<file path="src/rtl/shift_l_rr_arb.sv">
// Round-robin arbiter that shares one left shifter among NUM_REQ requesters. The result lands
// in a one-entry slot one cycle after the grant. req_ready is held low while the full slot is stalled.

module shift_l_nbit #(
   parameter int WIDTH       = 16,
   parameter int SHIFT_WIDTH = 4
) (
   input  logic [WIDTH-1:0]       a_i,
   input  logic [SHIFT_WIDTH-1:0] b_i,
   output logic [WIDTH-1:0]       y_o
);
   assign y_o = a_i << b_i;
endmodule

module shift_l_rr_arb #(
   parameter int WIDTH       = 16,
   parameter int SHIFT_WIDTH = 4,
   parameter int NUM_REQ     = 4,
   localparam int ID_WIDTH   = $clog2(NUM_REQ)
) (
   input  logic                           clk,
   input  logic                           rst_n,
   input  logic [NUM_REQ-1:0]             req_valid,
   output logic [NUM_REQ-1:0]             req_ready,
   input  logic [NUM_REQ*WIDTH-1:0]       req_a,
   input  logic [NUM_REQ*SHIFT_WIDTH-1:0] req_b,
   output logic                           rsp_valid,
   input  logic                           rsp_ready,
   output logic [WIDTH-1:0]               rsp_y,
   output logic [ID_WIDTH-1:0]            rsp_id
);

   typedef enum logic {
      SLOT_EMPTY = 1'b0,
      SLOT_FULL  = 1'b1
   } slot_e;

   slot_e                state_q, state_d;
   logic [ID_WIDTH-1:0]  ptr_q, ptr_d;
   logic [WIDTH-1:0]     y_q, y_d;
   logic [ID_WIDTH-1:0]  id_q, id_d;

   logic                 accept;
   logic                 grant_vld;
   logic [ID_WIDTH-1:0]  grant_id;
   logic                 fire;
   logic [WIDTH-1:0]     a_sel;
   logic [SHIFT_WIDTH-1:0] b_sel;
   logic [WIDTH-1:0]     shift_y;

   // A drain and a refill can happen in the same cycle, so a full slot still accepts when rsp_ready is high.
   assign accept = (state_q == SLOT_EMPTY) || rsp_ready;

   always_comb begin
      int idx;
      grant_vld = 1'b0;
      grant_id  = '0;
      idx       = 0;
      for (int k = 0; k < NUM_REQ; k++) begin
         idx = int'(ptr_q) + k;
         if (idx >= NUM_REQ) idx = idx - NUM_REQ;
         if (!grant_vld && req_valid[ID_WIDTH'(idx)]) begin
            grant_vld = 1'b1;
            grant_id  = ID_WIDTH'(idx);
         end
      end
   end

   assign fire = accept && grant_vld;

   always_comb begin
      req_ready = '0;
      a_sel     = '0;
      b_sel     = '0;
      for (int i = 0; i < NUM_REQ; i++) begin
         if (grant_id == ID_WIDTH'(i)) begin
            a_sel        = req_a[i*WIDTH +: WIDTH];
            b_sel        = req_b[i*SHIFT_WIDTH +: SHIFT_WIDTH];
            req_ready[i] = fire;
         end
      end
   end

   shift_l_nbit #(
      .WIDTH       (WIDTH),
      .SHIFT_WIDTH (SHIFT_WIDTH)
   ) u_shift (
      .a_i (a_sel),
      .b_i (b_sel),
      .y_o (shift_y)
   );

   always_comb begin
      state_d = state_q;
      ptr_d   = ptr_q;
      y_d     = y_q;
      id_d    = id_q;
      if (fire) begin
         state_d = SLOT_FULL;
         y_d     = shift_y;
         id_d    = grant_id;
         ptr_d   = (grant_id == ID_WIDTH'(NUM_REQ - 1)) ? '0 : grant_id + 1'b1;
      end else if (state_q == SLOT_FULL && rsp_ready) begin
         state_d = SLOT_EMPTY;
      end
   end

   always_ff @(posedge clk or negedge rst_n) begin
      if (!rst_n) begin
         state_q <= SLOT_EMPTY;
         ptr_q   <= '0;
         y_q     <= '0;
         id_q    <= '0;
      end else begin
         state_q <= state_d;
         ptr_q   <= ptr_d;
         y_q     <= y_d;
         id_q    <= id_d;
      end
   end

   assign rsp_valid = (state_q == SLOT_FULL);
   assign rsp_y     = y_q;
   assign rsp_id    = id_q;

endmodule

</file>
<file path="config.mk">
export PLATFORM = sky130hd
export DESIGN_NAME = shift_l_rr_arb
export DESIGN_NICKNAME = d
export VERILOG_FILES = /design/src/rtl/shift_l_rr_arb.sv
export SDC_FILE = /design/constraint.sdc
export NUM_CORES = 1
export LEC_CHECK = 0
export ABC_AREA = 1
export ABC_CLOCK_PERIOD_IN_PS = 8100
export CAP_MARGIN = 20
export CORE_MARGIN = 5
export CORE_UTILIZATION = 39
export DETAILED_ROUTE_END_ITERATION = 6
export PLACE_DENSITY = 0.79
export SETUP_SLACK_MARGIN = 0.5
export SLEW_MARGIN = 20
export SYNTH_ARGS = -nofsm -noshare
export SYNTH_HDL_FRONTEND = slang
export SYNTH_SLANG_ARGS = --single-unit
</file>
<file path="constraint.sdc">
create_clock -name clk -period 8.1 [get_ports clk]
set_input_delay 2.43 -clock clk [delete_from_list [all_inputs] [get_ports clk]]
set_output_delay 2.43 -clock clk [all_outputs]
set_load 0.02 [all_outputs]
</file>
==> flow_summary.yaml, run 1 <==
sta:
  max_slew_margin_pct: 39.0
  tightest_slew_ps: 912
  finalClockSkew_ps: 5.70
  rsz0062_at_grt: "no"
  hold_viol_final: 0
  fmax_mhz: 140
  post-route-min-period_ps: 7170
  fin_setup_tns_ps: 0
  period_share_pct: 88.5
  slew_viol_final: 0
  setup_viol: 0
cells_and_area:
  area_growth_pct: 47.0
  layout-drive-gt1-share_pct: 8.41
  antenna_cells: 0
  nNetsFinal: 615
  finish.utilization_pct: 58.2
  finalInstanceArea_um2: 3630
clock_tree:
  post_cts_buffers: 0
  cts-root-buf: "clkbuf_8"
  cts_max_path_buffers: 2
  cts_buffers: 3
  hold_buffers: 0
  htree_levels: 1
  cts.sinks: 21
  clkLatencyLatePin_ps: 250
  cts_tree: "built"
  clkSlewWorstSetupHoldPaths_ps: 70
grt:
  antenna_found_initial: 0
  grt_pass1_wl_mm: 13.1
  grt_pass1_vias: 2938
  grt_max_degree: 30
  track_usage_pct: 20.4
  overflow: 0
floorplanning:
  start_util_pct: 39.6
  num_rows: 29
  die_y_um: 89.6
  die_area_um2: 8030
  die_width_um: 89.6
  pin_count: 110
  core_area_um2: 6240
yosys:
  syn-num-nets: 518
  synth_top_area_share_pct: 25.5
  synth_area_per_cell_um2: 5.79
  ys_ff_latch: 21
  synth-edff-count: 0
  ys_types: 33
  synthTopCellsByArea: "nand2_1 26%, dfrtp_1 21%, nand3_1 16%"
  postSynthCellCount: 427
  synthArstFlopShare_pct: 100
  synth_warnings: 0
  yosysSeqAreaShare_pct: 21.3
  synth-main-ff-cell: "dfrtp_1"
  synthesis.area_um2: 2470
  synth_area_leader_cell: "nand2_1"
worst_setup_path:
  cp-end-kind: "output pin"
  worstSetupPathType: "in2out"
  required_ps: 5670
  startpoint_type: "primary input"
  cp_data_arrival_time_ps: 4740
  cp_max_fo: 12
placement:
  place_congestion: 0.972
  placed_area_um2: 3560
  hpwl_mm: 6.45
  portBuffers: 109
drt:
  wl_per_cell_um: 13.7
  drtIter0Drc: 279
  ant_nets: 0
  drc: 0
  num_vias: 3108
  vias_per_cell: 5.18
  drtPass1Iterations: 5
  wirelength_mm: 8.21
run:
  cap_violations: 0
outcome:
  outcome: "finished clean"
worst_hold_path:
  hp-class: "reg2reg"
==> registers in the layout (all words and copies together), names as in the netlist <==
signal,flops
rsp_id,2
rsp_y,16
ptr_q,2
rsp_valid,1
==> logic make-up after synthesis <==
family | synth area share (%)
AOI/OAI and AO/OA | 10.0
buffers and inverters | 10.0
and+or+nand+nor | 56.0
xor gates and xnor gates | 0.658
adders and majority gates | 2.02
DFF | 21.3
==> area by class of cell <==
class                   count  area (um^2)
well taps                  77         96.3
flip-flops and latches     21          526
inverters                  30          113
multi-input cells         354         1720
fillers                   600         2610
clock buffers               4         45.0
repair buffers            114         1140
==> critical path, cell delays in order <==
cell and delay (ps):
clkdlybuf4s50_1 460, inv_1 50, o21ai_1 170, nand2_1 110, nand2_1 140, nor2_4 70, and2_4 150, o21ai_1 130
nand2_1 110, a21oi_2 200, ha_1 230, inv_2 120, nor2_1 120, dlymetal6s2s_1 240
==> worst paths after layout <==
kind / start / end / slack, ps / depth (start not counted)
min reg2reg: rsp_y[7]$_DFFE_PN0P_ / rsp_y[7]$_DFFE_PN0P_ / 490 / 2
max reg2reg: ptr_q[0]$_DFFE_PN0P_ / rsp_y[12]$_DFFE_PN0P_ / 4300 / 19
max in group asynchronous: rst_n / rsp_id[1]$_DFFE_PN0P_ / 4850 / 1
min in group asynchronous: rst_n / rsp_y[1]$_DFFE_PN0P_ / 2690 / 1
min: rsp_y[7]$_DFFE_PN0P_ / rsp_y[7]$_DFFE_PN0P_ / 490 / 2
max: req_valid[2] / req_ready[1] / 930 / 14
==> stage by stage <==
step                      instances  hold WS [ps]  setup slack, ps
after CTS                       600           489              528
final                           600           487              934
after detailed placement        596           469              406
after global placement          596           468              559
after global routing            600           518              745
after floorplan                 427           584             1460
==> cell usage after synthesis, types with 2 or more instances <==
cell type	instances
nand4_1	3
a21oi_1	22
nand2_1	168
nand3_2	9
dfrtp_1	21
nor2_1	31
or2_2	3
nor2_2	2
ha_1	4
inv_1	23
nand2_2	4
nand3_1	80
a21oi_2	2
o21ai_1	10
inv_2	7
clkbuf_1	4
nand3b_1	2
a22oi_1	2
buf_6	2
buf_4	3
a22o_1	2
buf_2	12
==> timing repair <==
action / in CTS / in global routing
endpoints found under the setup margin: 1 / 4
pin swaps: 0 / 0
gates resized for setup: 1 / 7
==> cells in the final DEF (no fill, tap or decap), types with 2 or more instances in the layout <==
master           netlist  routed
or2_2                  3       3
a22o_1                 2       2
nand3b_1               2       2
buf_4                  3       5
a21oi_1               22      21
dfrtp_1               21      21
nand4_1                3       3
o21ai_1               10      11
clkdlybuf4s50_1        0     105
clkbuf_8               0       3
nand3_1               80      80
nand2_2                4       4
inv_2                  7       7
nand2_1              168     168
a22oi_1                2       2
nand3_2                9       9
ha_1                   4       3
a21oi_2                2       3
nor2_1                31      31
inv_1                 23      23
dlymetal6s2s_1         0       4
nor2_2                 2       2
==> metal layers <==
layer  global-route usage (%)  share of wire (%)
met5                        0                  0
met4                     6.50                3.4
met3                     2.65                5.9
met2                     36.8                 51
met1                     24.9                 40
Power of run 1 is left out: the tool's default activity adds up to more than one toggle a clock period on the data nets, which glitch-free logic cannot reach.
==> run 2: changes to the inputs <==
Settings changed: CORE_ASPECT_RATIO set to 1.5.
==> flow_summary.yaml, run 2 (synthesis gave the netlist of run 1 again) <==
clock_tree:
  clkSlewWorstSetupHoldPaths_ps: 80
  clkLatencyLatePin_ps: 270
  cts-root-buf: "clkbuf_8"
  hold_buffers: 0
  cts_tree: "built"
  cts.sinks: 21
  cts_buffers: 3
  post_cts_buffers: 0
  htree_levels: 1
  cts_max_path_buffers: 2
worst_setup_path:
  reg2reg_slack_ps: 4250
  r2r-start: "ptr_q[0]$_DFFE_PN0P_"
  startpoint_type: "primary input"
  r2r-end: "rsp_y[12]$_DFFE_PN0P_"
  cp_data_arrival_time_ps: 5020
  worstRegToRegCells: 19
  cp_max_fo: 13
  worstSetupPathType: "in2out"
  cp-end-kind: "output pin"
  required_ps: 5670
grt:
  grt_pass1_vias: 2947
  overflow: 0
  grt_pass1_wl_mm: 13.2
  grt_max_degree: 30
  antenna_found_initial: 0
  track_usage_pct: 20.5
drt:
  drc: 0
  vias_per_cell: 5.17
  drtPass1Iterations: 6
  num_vias: 3084
  drtIter0Drc: 202
  wirelength_mm: 8.15
  ant_nets: 0
  wl_per_cell_um: 13.6
cells_and_area:
  mostFrequentLayoutCell: "nand2_1"
  largest_reg_flops: 16
  multi_input_area_um2: 1720
  final_cell_mix: "168 x nand2_1, 106 x clkdlybuf4s50_1, 80 x nand3_1, 31 x nor2_1, 23 x inv_1"
  antenna_cells: 0
  fill_cells: 618
  nNetsFinal: 615
  seq_area_um2: 526
  layout-drive-gt1-share_pct: 8.60
  area_growth_pct: 46.9
sta:
  tightest_slew_ps: 920
  rsz0062_at_grt: "yes"
  period_share_pct: 91.9
  max_slew_margin_pct: 38.5
  setup_viol: 0
  slew_viol_final: 0
  fin_setup_tns_ps: 0
  finalClockSkew_ps: 9.93
  fmax_mhz: 134
  hold_viol_final: 0
  post-route-min-period_ps: 7450
run:
  cap_violations: 0
worst_hold_path:
  hp-class: "reg2reg"
  hold_end: "rsp_y[3]$_DFFE_PN0P_"
  hp-start: "rsp_y[3]$_DFFE_PN0P_"
  whs_path_depth: 2
floorplanning:
  num_rows: 35
  die_y_um: 108
  core_area_um2: 6170
  die_area_um2: 8060
  pin_count: 110
  die_width_um: 75.0
  start_util_pct: 40.0
placement:
  hpwl_mm: 6.65
  place_congestion: 0.891
  portBuffers: 109
outcome:
  outcome: "finished clean"
run 2: layer usage:
layer / share of wire [%] / vias up / wire (um) / track usage, %
met5: 0 / - / 0 / 0
met2: 52 / 121 / 4250 / 37.3
li1: - / 1574 / - / -
met1: 38 / 1374 / 3130 / 23.2
met4: 2.9 / 0 / 233 / 7.63
met3: 6.5 / 15 / 529 / 2.62
run 2: per-stage QoR:
| stage | hold WS, ps | std cells | setup slack, ps | cell area [um^2] | util, % |
|---|---|---|---|---|---|
| after floorplan | 584 | 427 | 1460 | 2470 | - |
| after detailed placement | 466 | 593 | 424 | 3560 | 57.6 |
| final | 480 | 597 | 652 | 3630 | 58.8 |
| after CTS | 486 | 597 | 522 | 3610 | 58.5 |
| after global routing | 501 | 597 | 486 | 3630 | 58.8 |
| after global placement | 461 | 593 | 536 | 3560 | 57.6 |
run 2: what timing repair did:
item / CTS / global route
endpoints found under the hold margin: 0 / 0
setup endpoints to repair: 1 / 4
resized for setup: 1 / 6
run 2: area by class of cell:
cell class	instances	share of cell area, %
multi-input combinational	354	47.2
timing repair buffer	114	31.3
sequential	21	14.5
inverter	30	3.10
tap	74	2.55
clock buffer	3	1.14
clock inverter	1	0.207
run 2: worst max path at each step:
stage / end / from / depth (start not counted) / slack (ps)
finish: req_ready[0] / req_valid[3] / 16 / 650
global route: req_ready[0] / req_valid[3] / 16 / 490
CTS: req_ready[1] / req_valid[3] / 14 / 520
detailed placement: req_ready[0] / req_valid[3] / 14 / 420
global placement: req_ready[0] / req_valid[0] / 16 / 540
floorplan: req_ready[3] / req_valid[2] / 13 / 1460
run 2: critical path, cell delays in order:
cell             delay (ps)
clkdlybuf4s50_1         490
nand2_1                  60
o21ai_1                 120
nand2_1                 100
nand2_1                 150
nor2_4                   70
and2_4                  160
nor2_1                   80
nand2_1                  50
nand2_1                 110
a21oi_2                  70
inv_2                   100
ha_4                    220
inv_2                    60
nor2_1                  110
clkdlybuf4s50_1         620
Power of run 2 is left out for the same reason.
==> run 3: changes to the inputs <==
--- a/config.mk
+++ b/config.mk
@@ -11,3 +11,3 @@
 export CORE_ASPECT_RATIO = 1.5
-export CORE_MARGIN = 5
+export CORE_MARGIN = 1
 export CORE_UTILIZATION = 39
==> constraint.sdc (replaced) <==
create_clock -name clk -period 8.1 [get_ports clk]
set_input_delay 1.215 -clock clk [delete_from_list [all_inputs] [get_ports clk]]
set_output_delay 1.215 -clock clk [all_outputs]
set_load 0.02 [all_outputs]
==> flow_summary.yaml, run 3 (synthesis gave the netlist of run 1 again) <==
sta:
  finalClockSkew_ps: 11.2
  hold_viol_final: 0
  setup_viol: 0
  slew_viol_final: 0
  post-route-min-period_ps: 6150
  rsz0062_at_grt: "no"
  fmax_mhz: 163
  fin_setup_tns_ps: 0
  tightest_slew_ps: 982
  period_share_pct: 75.9
  max_slew_margin_pct: 34.5
clock_tree:
  clkSlewWorstSetupHoldPaths_ps: 80
  cts-root-buf: "clkbuf_8"
  htree_levels: 1
  cts_max_path_buffers: 2
  post_cts_buffers: 0
  cts_tree: "built"
  clkLatencyLatePin_ps: 270
  cts.sinks: 21
  hold_buffers: 0
  cts_buffers: 3
  cts_resized: 0
grt:
  grt_pass1_wl_mm: 12.9
  track_usage_pct: 24.4
  grt_max_degree: 31
  grt_pass1_vias: 2905
  antenna_found_initial: 0
  overflow: 0
floorplanning:
  die_area_um2: 6670
  die_y_um: 99.5
  pin_count: 110
  num_rows: 35
  core_area_um2: 6130
  start_util_pct: 40.3
  die_width_um: 67.0
worst_hold_path:
  hp-class: "reg2reg"
  hp-start: "rsp_y[4]$_DFFE_PN0P_"
cells_and_area:
  mostFrequentLayoutCell: "nand2_1"
  largest_reg_flops: 16
  final_cell_mix: "168 x nand2_1, 109 x clkdlybuf4s50_1, 80 x nand3_1, 31 x nor2_1, 23 x inv_1"
  nNetsFinal: 610
  finish.utilization_pct: 58.2
  area_growth_pct: 44.4
  antenna_cells: 0
  layout-drive-gt1-share_pct: 7.34
drt:
  drc: 0
  wl_per_cell_um: 13.4
  num_vias: 3132
  ant_nets: 0
  wirelength_mm: 7.96
  drtIter0Drc: 168
  drtPass1Iterations: 5
  vias_per_cell: 5.29
outcome:
  outcome: "finished clean"
run:
  cap_violations: 0
placement:
  hpwl_mm: 6.39
  portBuffers: 109
  place_congestion: 0.963
worst_setup_path:
  cp-end-kind: "output pin"
  reg2reg_slack_ps: 3590
  worstSetupPathType: "in2out"
  cp_max_fo: 30
  startpoint_type: "primary input"
  cp_data_arrival_time_ps: 4930
  crit_start: "req_valid[3]"
  required_ps: 6880
  r2r-start: "ptr_q[0]$_DFFE_PN0P_"
run 3: stage by stage:
step                setup WS [ps]  cell area, um^2  hold slack [ps]  instances
floorplan                    3890             2470              584        427
global placement             2130             3520              462        588
detailed placement           1980             3520              467        588
CTS                          1950             3570              487        592
global route                 1590             3570              506        592
finish                       1950             3570              483        592
run 3: layout make-up:
cell class              count  area [um^2]
clock buffers               3         41.3
clock inverters             1         7.51
fillers                   661         2560
inverters                  30          113
multi-input cells         354         1700
flip-flops and latches     21          526
well taps                  74         92.6
repair buffers            109         1090
run 3: worst max-delay path, cell delays in order:
cell and delay (ps):
clkdlybuf4s50_1 420, nand2_1 70, o21ai_1 90, and2_1 180
a21oi_1 250, and2_4 230, nor2_1 40, nand2_1 60
nand2_1 90, a21oi_2 200, ha_1 840, inv_1 440
nor2_1 210, clkdlybuf4s50_1 620
run 3: metal layers:
metal  up-vias  track usage (%)  part of all wire (%)  wire, um
li1       1561                -                     -         -
met1      1391             28.9                    38      3020
met2       159             44.3                    53      4200
met3        21             1.61                   6.3       502
met4         0             9.17                   3.0       237
met5         -                0                     0         0
run 3: path summary, 6_finish.rpt:
| kind | endpoint | cells after the start |
|---|---|---|
| min reg2reg | rsp_y[4]$_DFFE_PN0P_ | 2 |
| max | req_ready[3] | 14 |
| max reg2reg | rsp_y[11]$_DFFE_PN0P_ | 20 |
| max in group asynchronous | rsp_y[11]$_DFFE_PN0P_ | 1 |
| min in group asynchronous | rsp_y[2]$_DFFE_PN0P_ | 1 |
| min | rsp_y[4]$_DFFE_PN0P_ | 2 |
Power of run 3 is left out for the same reason.
